**config.mk**
```make
export PLATFORM = sky130hd
export DESIGN_NAME = multicycle_control
export DESIGN_NICKNAME = d
export VERILOG_FILES = /design/src/rtl/multicycle_control_pkg.sv /design/src/rtl/mc_watchdog.sv /design/src/rtl/multicycle_control.sv
export SDC_FILE = /design/constraint.sdc
export NUM_CORES = 1
export LEC_CHECK = 0
export CAP_MARGIN = 20
export CORE_MARGIN = 2
export CORE_UTILIZATION = 60
export DETAILED_ROUTE_END_ITERATION = 6
export DONT_BUFFER_PORTS = 1
export PLACE_DENSITY = 0.81
export REMOVE_ABC_BUFFERS = 1
export SYNTH_ARGS = -nofsm -noshare
export SYNTH_HDL_FRONTEND = slang
export SYNTH_HIERARCHICAL = 1
export SYNTH_SLANG_ARGS = --single-unit
```
**constraint.sdc**
```tcl
create_clock -name clk -period 6.61 [get_ports clk]
set_clock_uncertainty 0.1 [all_clocks]
set_input_delay 0.9915 -clock clk [delete_from_list [all_inputs] [get_ports clk]]
set_output_delay 0.9915 -clock clk [all_outputs]
set_load 0.05 [all_outputs]
```
**src/rtl/multicycle_control_pkg.sv**
```systemverilog
// -----------------------------------------------------------------------------
// multicycle_control_pkg
// Shared definitions for the multicycle controller:
//   - FSM state codes (legacy-compatible localparam constants)
//   - opcode / R-type func field constants
//   - ALU operation codes and datapath mux encodings
//   - ctrl_t: the bundle of datapath strobes driven each cycle
//   - decode helper functions for the ALU operation
// -----------------------------------------------------------------------------
package multicycle_control_pkg;

  // FSM state codes
  typedef logic [3:0] state_t;
  localparam state_t S_FETCH  = 4'd0;
  localparam state_t S_DECODE = 4'd1;
  localparam state_t S_EXEC   = 4'd2;
  localparam state_t S_MEM    = 4'd3;
  localparam state_t S_WB     = 4'd4;
  localparam state_t S_BRANCH = 4'd5;
  localparam state_t S_JUMP   = 4'd6;
  localparam state_t S_LINK   = 4'd7;
  localparam state_t S_HALT   = 4'd8;

  // Opcodes
  localparam logic [5:0] OP_RTYPE = 6'b000000;
  localparam logic [5:0] OP_LI    = 6'b000001;
  localparam logic [5:0] OP_J     = 6'b000010;
  localparam logic [5:0] OP_JAL   = 6'b000011;
  localparam logic [5:0] OP_BEQ   = 6'b000100;
  localparam logic [5:0] OP_BNE   = 6'b000101;
  localparam logic [5:0] OP_ADDI  = 6'b001000;
  localparam logic [5:0] OP_SLTI  = 6'b001010;
  localparam logic [5:0] OP_ANDI  = 6'b001100;
  localparam logic [5:0] OP_ORI   = 6'b001101;
  localparam logic [5:0] OP_LW    = 6'b100011;
  localparam logic [5:0] OP_SW    = 6'b101011;

  // R-type func field
  localparam logic [5:0] FN_SLL = 6'b000000;
  localparam logic [5:0] FN_SRL = 6'b000010;
  localparam logic [5:0] FN_JR  = 6'b001000;
  localparam logic [5:0] FN_OR  = 6'b011000;
  localparam logic [5:0] FN_ADD = 6'b100000;
  localparam logic [5:0] FN_SUB = 6'b100010;
  localparam logic [5:0] FN_AND = 6'b100100;
  localparam logic [5:0] FN_SLT = 6'b101010;

  // ALU operation codes
  localparam logic [2:0] ALU_ADD = 3'b000;
  localparam logic [2:0] ALU_SUB = 3'b001;
  localparam logic [2:0] ALU_SLL = 3'b011;
  localparam logic [2:0] ALU_AND = 3'b100;
  localparam logic [2:0] ALU_OR  = 3'b101;
  localparam logic [2:0] ALU_SLT = 3'b110;
  localparam logic [2:0] ALU_SRL = 3'b111;

  // Next-PC source
  localparam logic [1:0] PC_SRC_SEQ    = 2'b00;
  localparam logic [1:0] PC_SRC_BRANCH = 2'b01;
  localparam logic [1:0] PC_SRC_JUMP   = 2'b10;
  localparam logic [1:0] PC_SRC_JR     = 2'b11;

  // Register-file destination
  localparam logic [1:0] REG_DST_RT  = 2'b00;
  localparam logic [1:0] REG_DST_RD  = 2'b01;
  localparam logic [1:0] REG_DST_R31 = 2'b10;

  // ALU B operand source
  localparam logic [1:0] ALUB_RT   = 2'b00;
  localparam logic [1:0] ALUB_FOUR = 2'b01;
  localparam logic [1:0] ALUB_IMM  = 2'b10;

  // Datapath strobes produced by the FSM each cycle
  typedef struct packed {
    logic       mem_req;
    logic       mem_we;
    logic       iord;
    logic       ir_write;
    logic       pc_write;
    logic [1:0] pc_src;
    logic       reg_wr;
    logic [1:0] reg_dst;
    logic       mem_to_reg;
    logic       alu_src_a;
    logic [1:0] alu_src_b;
    logic [2:0] alu_ctr;
  } ctrl_t;

  localparam ctrl_t CTRL_IDLE = '0;

  // True for every R-type func that executes through EXEC (jr is handled apart)
  function automatic logic rfunc_known(input logic [5:0] fn);
    logic known;
    case (fn)
      FN_ADD, FN_SUB, FN_AND, FN_OR,
      FN_SLT, FN_SLL, FN_SRL:          known = 1'b1;
      default:                          known = 1'b0;
    endcase
    return known;
  endfunction

  // ALU operation for an R-type instruction
  function automatic logic [2:0] rfunc_alu(input logic [5:0] fn);
    logic [2:0] op;
    case (fn)
      FN_ADD:  op = ALU_ADD;
      FN_SUB:  op = ALU_SUB;
      FN_AND:  op = ALU_AND;
      FN_OR:   op = ALU_OR;
      FN_SLT:  op = ALU_SLT;
      FN_SLL:  op = ALU_SLL;
      FN_SRL:  op = ALU_SRL;
      default: op = ALU_ADD;
    endcase
    return op;
  endfunction

  // ALU operation for an immediate-form instruction (addi/li/lw/sw use add)
  function automatic logic [2:0] imm_alu(input logic [5:0] opc);
    logic [2:0] op;
    case (opc)
      OP_ANDI: op = ALU_AND;
      OP_ORI:  op = ALU_OR;
      OP_SLTI: op = ALU_SLT;
      default: op = ALU_ADD;
    endcase
    return op;
  endfunction

endpackage

```
**src/rtl/mc_watchdog.sv**
```systemverilog
// -----------------------------------------------------------------------------
// mc_watchdog
// Counts consecutive cycles in which a memory request is pending without a
// ready response. expired is raised combinationally in the cycle the count
// reaches TIMEOUT; a ready response in that same cycle suppresses it.
// TIMEOUT = 0 disables the watchdog (expired is constant 0).
// Ports:
//   clk, rst_n : clock, asynchronous active-low reset
//   req        : memory request currently asserted
//   ready      : memory access complete this cycle
//   clear      : FSM is changing state this cycle (restart the count)
//   expired    : wait limit reached this cycle
// -----------------------------------------------------------------------------
module mc_watchdog #(
  parameter int TIMEOUT = 16
) (
  input  logic clk,
  input  logic rst_n,
  input  logic req,
  input  logic ready,
  input  logic clear,
  output logic expired
);

  localparam int CNT_W = (TIMEOUT > 2) ? $clog2(TIMEOUT) : 1;
  // count_r holds the number of waiting cycles already elapsed, so the
  // TIMEOUT-th waiting cycle is the one seen with count_r == TIMEOUT-1.
  localparam logic [CNT_W-1:0] LIMIT = (TIMEOUT > 0) ? CNT_W'(TIMEOUT - 1) : {CNT_W{1'b0}};
  localparam logic EN = (TIMEOUT > 0);

  logic [CNT_W-1:0] count_r;
  logic             waiting_s;

  assign waiting_s = req & ~ready;
  assign expired   = EN & waiting_s & (count_r == LIMIT);

  // Waiting-cycle counter; restarts whenever the wait is broken
  always_ff @(posedge clk or negedge rst_n) begin
    if (!rst_n) begin
      count_r <= {CNT_W{1'b0}};
    end else if (clear || !waiting_s || expired) begin
      count_r <= {CNT_W{1'b0}};
    end else begin
      count_r <= count_r + CNT_W'(1'b1);
    end
  end

endmodule

```
**src/rtl/multicycle_control.sv**
```systemverilog
// -----------------------------------------------------------------------------
// multicycle_control
// Multicycle MIPS-style control FSM: FETCH, DECODE, EXEC, MEM, WB, BRANCH,
// JUMP, LINK, HALT. Strobes are decoded from the current state (plus
// mem_ready/alu_zero where the transfer depends on them) and are forced to 0
// while in reset and during the first cycle after reset release, so the
// first fetch request appears on the first clk edge after rst_n deasserts.
// Optional build macro: JAL_LINK_EN -- when defined, jal goes through LINK
// (writes r31 and jumps); when undefined, jal behaves exactly like j.
// Parameters: ALUCTR_W (ALU control width), TIMEOUT (memory-wait limit, 0 off)
// Ports:
//   clk, rst_n            : clock, asynchronous active-low reset
//   op_code, func         : instruction fields from the IR
//   alu_zero, mem_ready   : datapath / memory status
//   mem_req, mem_we, iord : memory interface control
//   ir_write, pc_write, pc_src : IR / PC load control
//   reg_wr, reg_dst, mem_to_reg : register-file write control
//   alu_src_a, alu_src_b, alu_ctr : ALU operand and operation select
//   halted, illegal, mem_timeout  : sticky status flags
// -----------------------------------------------------------------------------
module multicycle_control #(
  parameter int ALUCTR_W = 3,
  parameter int TIMEOUT  = 16
) (
  input  logic                clk,
  input  logic                rst_n,
  input  logic [5:0]          op_code,
  input  logic [5:0]          func,
  input  logic                alu_zero,
  input  logic                mem_ready,
  output logic                mem_req,
  output logic                mem_we,
  output logic                iord,
  output logic                ir_write,
  output logic                pc_write,
  output logic [1:0]          pc_src,
  output logic                reg_wr,
  output logic [1:0]          reg_dst,
  output logic                mem_to_reg,
  output logic                alu_src_a,
  output logic [1:0]          alu_src_b,
  output logic [ALUCTR_W-1:0] alu_ctr,
  output logic                halted,
  output logic                illegal,
  output logic                mem_timeout
);

  import multicycle_control_pkg::*;

  state_t     state_r;
  state_t     decode_next_s;
  state_t     state_next_s;
  logic [5:0] op_r;
  logic [5:0] func_r;
  logic       active_r;
  logic       halted_r;
  logic       illegal_r;
  logic       mem_timeout_r;
  logic       illegal_set_s;
  logic       wd_expired_s;
  logic       wd_clear_s;
  ctrl_t      ctrl_s;
  ctrl_t      ctrl_out_s;

  // Per-state strobe decode and normal next-state selection
  always_comb begin
    ctrl_s        = CTRL_IDLE;
    decode_next_s = state_r;
    illegal_set_s = 1'b0;
    case (state_r)
      S_FETCH: begin
        ctrl_s.mem_req   = 1'b1;
        ctrl_s.alu_src_b = ALUB_FOUR;
        ctrl_s.alu_ctr   = ALU_ADD;
        if (mem_ready) begin
          ctrl_s.ir_write = 1'b1;
          ctrl_s.pc_write = 1'b1;
          ctrl_s.pc_src   = PC_SRC_SEQ;
          decode_next_s   = S_DECODE;
        end else begin
          decode_next_s   = S_FETCH;
        end
      end
      S_DECODE: begin
        case (op_code)
          OP_RTYPE: begin
            if (func == FN_JR) begin
              decode_next_s = S_JUMP;
            end else if (rfunc_known(func)) begin
              decode_next_s = S_EXEC;
            end else begin
              decode_next_s = S_HALT;
              illegal_set_s = 1'b1;
            end
          end
          OP_ANDI, OP_ORI, OP_ADDI, OP_SLTI,
          OP_LI, OP_LW, OP_SW:              decode_next_s = S_EXEC;
          OP_BEQ, OP_BNE:                   decode_next_s = S_BRANCH;
          OP_J:                             decode_next_s = S_JUMP;
`ifdef JAL_LINK_EN
          OP_JAL:                           decode_next_s = S_LINK;
`else
          OP_JAL:                           decode_next_s = S_JUMP;
`endif
          default: begin
            decode_next_s = S_HALT;
            illegal_set_s = 1'b1;
          end
        endcase
      end
      S_EXEC: begin
        ctrl_s.alu_src_a = 1'b1;
        if (op_r == OP_RTYPE) begin
          ctrl_s.alu_src_b = ALUB_RT;
          ctrl_s.alu_ctr   = rfunc_alu(func_r);
        end else begin
          ctrl_s.alu_src_b = ALUB_IMM;
          ctrl_s.alu_ctr   = imm_alu(op_r);
        end
        if ((op_r == OP_LW) || (op_r == OP_SW)) begin
          decode_next_s = S_MEM;
        end else begin
          decode_next_s = S_WB;
        end
      end
      S_MEM: begin
        ctrl_s.mem_req = 1'b1;
        ctrl_s.iord    = 1'b1;
        ctrl_s.mem_we  = (op_r == OP_SW);
        if (!mem_ready) begin
          decode_next_s = S_MEM;
        end else if (op_r == OP_SW) begin
          decode_next_s = S_FETCH;
        end else begin
          decode_next_s = S_WB;
        end
      end
      S_WB: begin
        ctrl_s.reg_wr     = 1'b1;
        ctrl_s.reg_dst    = (op_r == OP_RTYPE) ? REG_DST_RD : REG_DST_RT;
        ctrl_s.mem_to_reg = (op_r == OP_LW);
        decode_next_s     = S_FETCH;
      end
      S_BRANCH: begin
        ctrl_s.alu_ctr   = ALU_SUB;
        ctrl_s.alu_src_a = 1'b1;
        ctrl_s.alu_src_b = ALUB_RT;
        ctrl_s.pc_src    = PC_SRC_BRANCH;
        // beq takes the branch on equal operands, bne on unequal ones
        ctrl_s.pc_write  = (op_r == OP_BEQ) ? alu_zero : ~alu_zero;
        decode_next_s    = S_FETCH;
      end
      S_JUMP: begin
        ctrl_s.pc_write = 1'b1;
        ctrl_s.pc_src   = (op_r == OP_RTYPE) ? PC_SRC_JR : PC_SRC_JUMP;
        decode_next_s   = S_FETCH;
      end
      S_LINK: begin
`ifdef JAL_LINK_EN
        // PC already holds PC+4 from FETCH; it is routed through the A path
        ctrl_s.reg_wr    = 1'b1;
        ctrl_s.reg_dst   = REG_DST_R31;
        ctrl_s.alu_src_a = 1'b0;
        ctrl_s.alu_src_b = ALUB_RT;
        ctrl_s.pc_write  = 1'b1;
        ctrl_s.pc_src    = PC_SRC_JUMP;
        decode_next_s    = S_FETCH;
`else
        // Unreachable in this build; park safely
        decode_next_s    = S_HALT;
`endif
      end
      S_HALT: begin
        decode_next_s = S_HALT;
      end
      default: begin
        // Corrupted state code: stop rather than run wild
        decode_next_s = S_HALT;
      end
    endcase
  end

  // Strobes are held off until the cycle after reset release
  always_comb begin
    if (active_r) begin
      ctrl_out_s = ctrl_s;
    end else begin
      ctrl_out_s = CTRL_IDLE;
    end
  end

  // Final next state: idle hold before start-up, watchdog overrides decode
  always_comb begin
    if (!active_r) begin
      state_next_s = state_r;
    end else if (wd_expired_s) begin
      state_next_s = S_HALT;
    end else begin
      state_next_s = decode_next_s;
    end
  end

  assign wd_clear_s = (decode_next_s != state_r);

  mc_watchdog #(
    .TIMEOUT (TIMEOUT)
  ) u_watchdog (
    .clk     (clk),
    .rst_n   (rst_n),
    .req     (ctrl_out_s.mem_req),
    .ready   (mem_ready),
    .clear   (wd_clear_s),
    .expired (wd_expired_s)
  );

  // Start-up flag: first edge after reset release enables the FSM
  always_ff @(posedge clk or negedge rst_n) begin
    if (!rst_n) begin
      active_r <= 1'b0;
    end else begin
      active_r <= 1'b1;
    end
  end

  // FSM state register
  always_ff @(posedge clk or negedge rst_n) begin
    if (!rst_n) begin
      state_r <= S_FETCH;
    end else begin
      state_r <= state_next_s;
    end
  end

  // Capture the instruction fields while decoding for use in later states
  always_ff @(posedge clk or negedge rst_n) begin
    if (!rst_n) begin
      op_r   <= 6'b000000;
      func_r <= 6'b000000;
    end else if (state_r == S_DECODE) begin
      op_r   <= op_code;
      func_r <= func;
    end else begin
      op_r   <= op_r;
      func_r <= func_r;
    end
  end

  // Sticky status flags; cleared only by reset
  always_ff @(posedge clk or negedge rst_n) begin
    if (!rst_n) begin
      halted_r      <= 1'b0;
      illegal_r     <= 1'b0;
      mem_timeout_r <= 1'b0;
    end else begin
      halted_r      <= halted_r | (state_next_s == S_HALT);
      illegal_r     <= illegal_r | (illegal_set_s & active_r);
      mem_timeout_r <= mem_timeout_r | wd_expired_s;
    end
  end

  assign mem_req     = ctrl_out_s.mem_req;
  assign mem_we      = ctrl_out_s.mem_we;
  assign iord        = ctrl_out_s.iord;
  assign ir_write    = ctrl_out_s.ir_write;
  assign pc_write    = ctrl_out_s.pc_write;
  assign pc_src      = ctrl_out_s.pc_src;
  assign reg_wr      = ctrl_out_s.reg_wr;
  assign reg_dst     = ctrl_out_s.reg_dst;
  assign mem_to_reg  = ctrl_out_s.mem_to_reg;
  assign alu_src_a   = ctrl_out_s.alu_src_a;
  assign alu_src_b   = ctrl_out_s.alu_src_b;
  assign alu_ctr     = ALUCTR_W'(ctrl_out_s.alu_ctr);
  assign halted      = halted_r;
  assign illegal     = illegal_r;
  assign mem_timeout = mem_timeout_r;

endmodule

```
==> out/qor.txt <==
outcome = completed
flip-flop and latch count after synthesis = 24
final setup violation count = 0
vertical die dimension = 57.2 um
post-placement setup slack = 3.18 ns
share of the yosys chip area belonging to registers = 35.4%
I/O pin count = 36
worst path required time = 5.52 ns
Max Root-Sink Buffers = 2
number of levels the H-tree was split into = 1
Synth Instances = 187
number of global-route vias before repair = 1,326
Core Rows = 19
biggest area consumer among synthesized cells = dfrtp_1
Worst slew margin = 30.9%
Layout Nets = 202
power per standard cell area = 152 nW/um^2
setup slack of the most critical reg-to-reg path = 3.30 ns
antenna violations before repair = 0
launching point of the worst reg2reg path = state_r[1]
clock tree from TritonCTS = built
routed vias/inst = 6.77
mean instance size in the synthesized netlist = 9.07 um^2
net switching share of the total power = 20.4%
die extent in x = 57.2 um
clock root buffer master = clkbuf_4
share of the cycle needed by the critical path after routing = 58.1%
Routed Antenna Nets = 0
overall power after layout = 0.271 mW
count of buffers from port buffering = 0
HPWL after detailed placement = 2.96 mm
number of DRC violations after detailed routing = 0
leading cell type by number of instances after synthesis = dfrtp_1
arrival time of the worst setup path = 2.75 ns
Post-CTS Repair Setup Buffers = 0
clk sink count = 24
overall routing resource usage = 24.8%
clock buffers created by TritonCTS = 3
wire length of the first global-routing pass = 6.35 mm
combinational share of power = 5.2%
sum of negative setup slack = 0 ns
dominant register cell in the synthesized netlist = dfrtp_1
vias = 1,455
count of TritonRoute iterations in the first routing pass = 4
type of the worst min-delay path = input pin to asynchronous set/reset pin
Post-synth EDFFs = 0
highest achievable clock rate = 260 MHz
count of warnings emitted by yosys = 6
share of post-route cells with drive strength above 1 = 19.6%
switching pwr = 0.0554 mW
RSZ-0062 raised after global routing = no
antenna cell count = 0
setup ws final = 2.77 ns
Post-synth ARST share = 100%
clock slew at reported path FFs = 0.14 ns
area of the die = 3270 um^2
sequential power share = 55.4%
internal power of the cells = 0.216 mW
final std cell area, no fill = 1780 um^2
reg2reg path depth = 7
max cap viols = 0
top cell type's share of synthesized area = 35.4%
effective utilization at floorplan = 62.6%
most frequent cells after synthesis = 24 x dfrtp_1, 15 x nor2_1, 13 x nand2_1
cts hold-fix bufs = 0
hold violation total from the final report = 0
startpoint type of the worst setup path = register
leakage power = 0.750 nW
Max Fanout on Critical Path = 14
Least-Margin Pin Slew = 1.04 ns
placed cell area = 1730 um^2
WL/cell = 18.0 um
critical path type = register to primary output
area growth from synthesis to layout = 5.09%
distinct cell type count after synthesis = 57
RD Place Congestion = 0.905
Peak supply drop = 0.153 mV
core outline area = 2710 um^2
final-report max-slew violation count = 0
largest net degree at the start of global routing = 25
portion of total power attributed to the clock network = 39.4%
post-synthesis instance area = 1700 um^2
end of the worst register-to-register path = halted
number of gates resized after cts = 0
most area-consuming cells after synthesis = dfrtp_1 35%, mux2_2 8.0%, nor2_1 3.3%, nand2_1 2.9%, a21oi_1 2.7%
global-route congestion overflow total = 0
DRT iter0 DRCs = 121
clock latency on the worst-skew pair = 0.33 ns
count of placed standard cells including taps = 211
shortest period the worst path allows = 3.84 ns
CP Capture Type = primary output
count of placed standard cells in the final layout, fillers left out = 215
Final Routed Wirelength = 3.88 mm
[per-layer routing]
metal  vias up  track usage [%]  wire length, um
met2        63             39.7             1880
met4         0             11.0               61
met5         -                0                0
li1        681                -                -
met3         7             2.95              289
met1       704             34.1             1650
[how the worst max path moves through the flow]
| stage | slack [ns] | endpoint | startpoint |
|---|---|---|---|
| floorplan | 2.70 | ir_write | state_r[3] |
| global placement | 3.25 | alu_ctr[0] | state_r[1] |
| detailed placement | 3.18 | alu_ctr[0] | state_r[1] |
| CTS | 2.78 | alu_ctr[0] | state_r[1] |
| global route | 2.62 | alu_ctr[0] | state_r[1] |
| finish | 2.77 | alu_ctr[0] | state_r[1] |
[stage by stage]
stage / utilization, % / hold slack [ns]
floorplan: - / 0.330
global placement: 63.9 / 0.348
detailed placement: 63.9 / 0.369
CTS: 65.8 / 0.223
global route: 65.8 / 0.212
finish: 65.8 / 0.230
[layout make-up]
cell class              count  area (um^2)
repair buffers              4         30.0
inverters                   6         22.5
multi-input cells         146         1040
clock buffers               3         22.5
well taps                  31         38.8
clock inverters             1         30.0
flip-flops and latches     24          601
fillers                   218          927
[power groups by stage]
stage | sequential [mW] | clock (mW) | combinational [mW]
6_report | 0.150 | 0.107 | 0.0141
5_1_grt | 0.151 | 0.114 | 0.0155
4_1_cts | 0.150 | 0.109 | 0.0139
3_5_place_dp | 0.153 | 0 | 0.0139
3_3_place_gp | 0.153 | 0 | 0.0132
2_1_floorplan | 0.152 | 0 | 0.0122
[worst max-delay path, cell delays in order (launching register included)]
cell	delay, ns
dfrtp_1	0.65
nor3b_1	0.42
nand3_1	0.16
or3_1	0.39
o32ai_2	0.79
[sequential cells by signal, indices dropped and copies added (netlist names)]
name and count:
func_r 6, active_r 1, state_r 4, op_r 6, illegal 1, halted 1
mem_timeout 1, u_watchdog/count_r 4
[placed cells by master, fill, tap and decap left out, types with 3 or more instances in the layout]
cell      instances
o21ai_0           4
nand2_1          13
nor2b_1           3
a21oi_1           9
xor2_1            3
nor3_1            5
or2_2             3
nand3_1           7
clkbuf_4          3
dfrtp_1          24
nor3b_1           4
nor2_1           15
or3_1             4
inv_1             6
o31ai_1           3
o22ai_1           3
buf_4             4
mux2_2           12
and3_1            4
nand2b_1          6
[kinds of logic (layout without fill, tap and decap cells)]
| logic type | count (synthesis) | count (layout) | share of synthesized area (%) |
|---|---|---|---|
| compound gates | 41 | 41 | 18.7 |
| xor+xnor | 5 | 5 | 2.58 |
| fa+ha+maj | 1 | 1 | 0.737 |
| buf+inv | 17 | 14 | 4.57 |
| flops | 24 | 24 | 35.4 |
| mux | 12 | 12 | 7.96 |
| other cells | 2 | 2 | 0.443 |
| simple gates | 85 | 85 | 29.6 |
No activity file was read; power rests on OpenSTA's default activity.
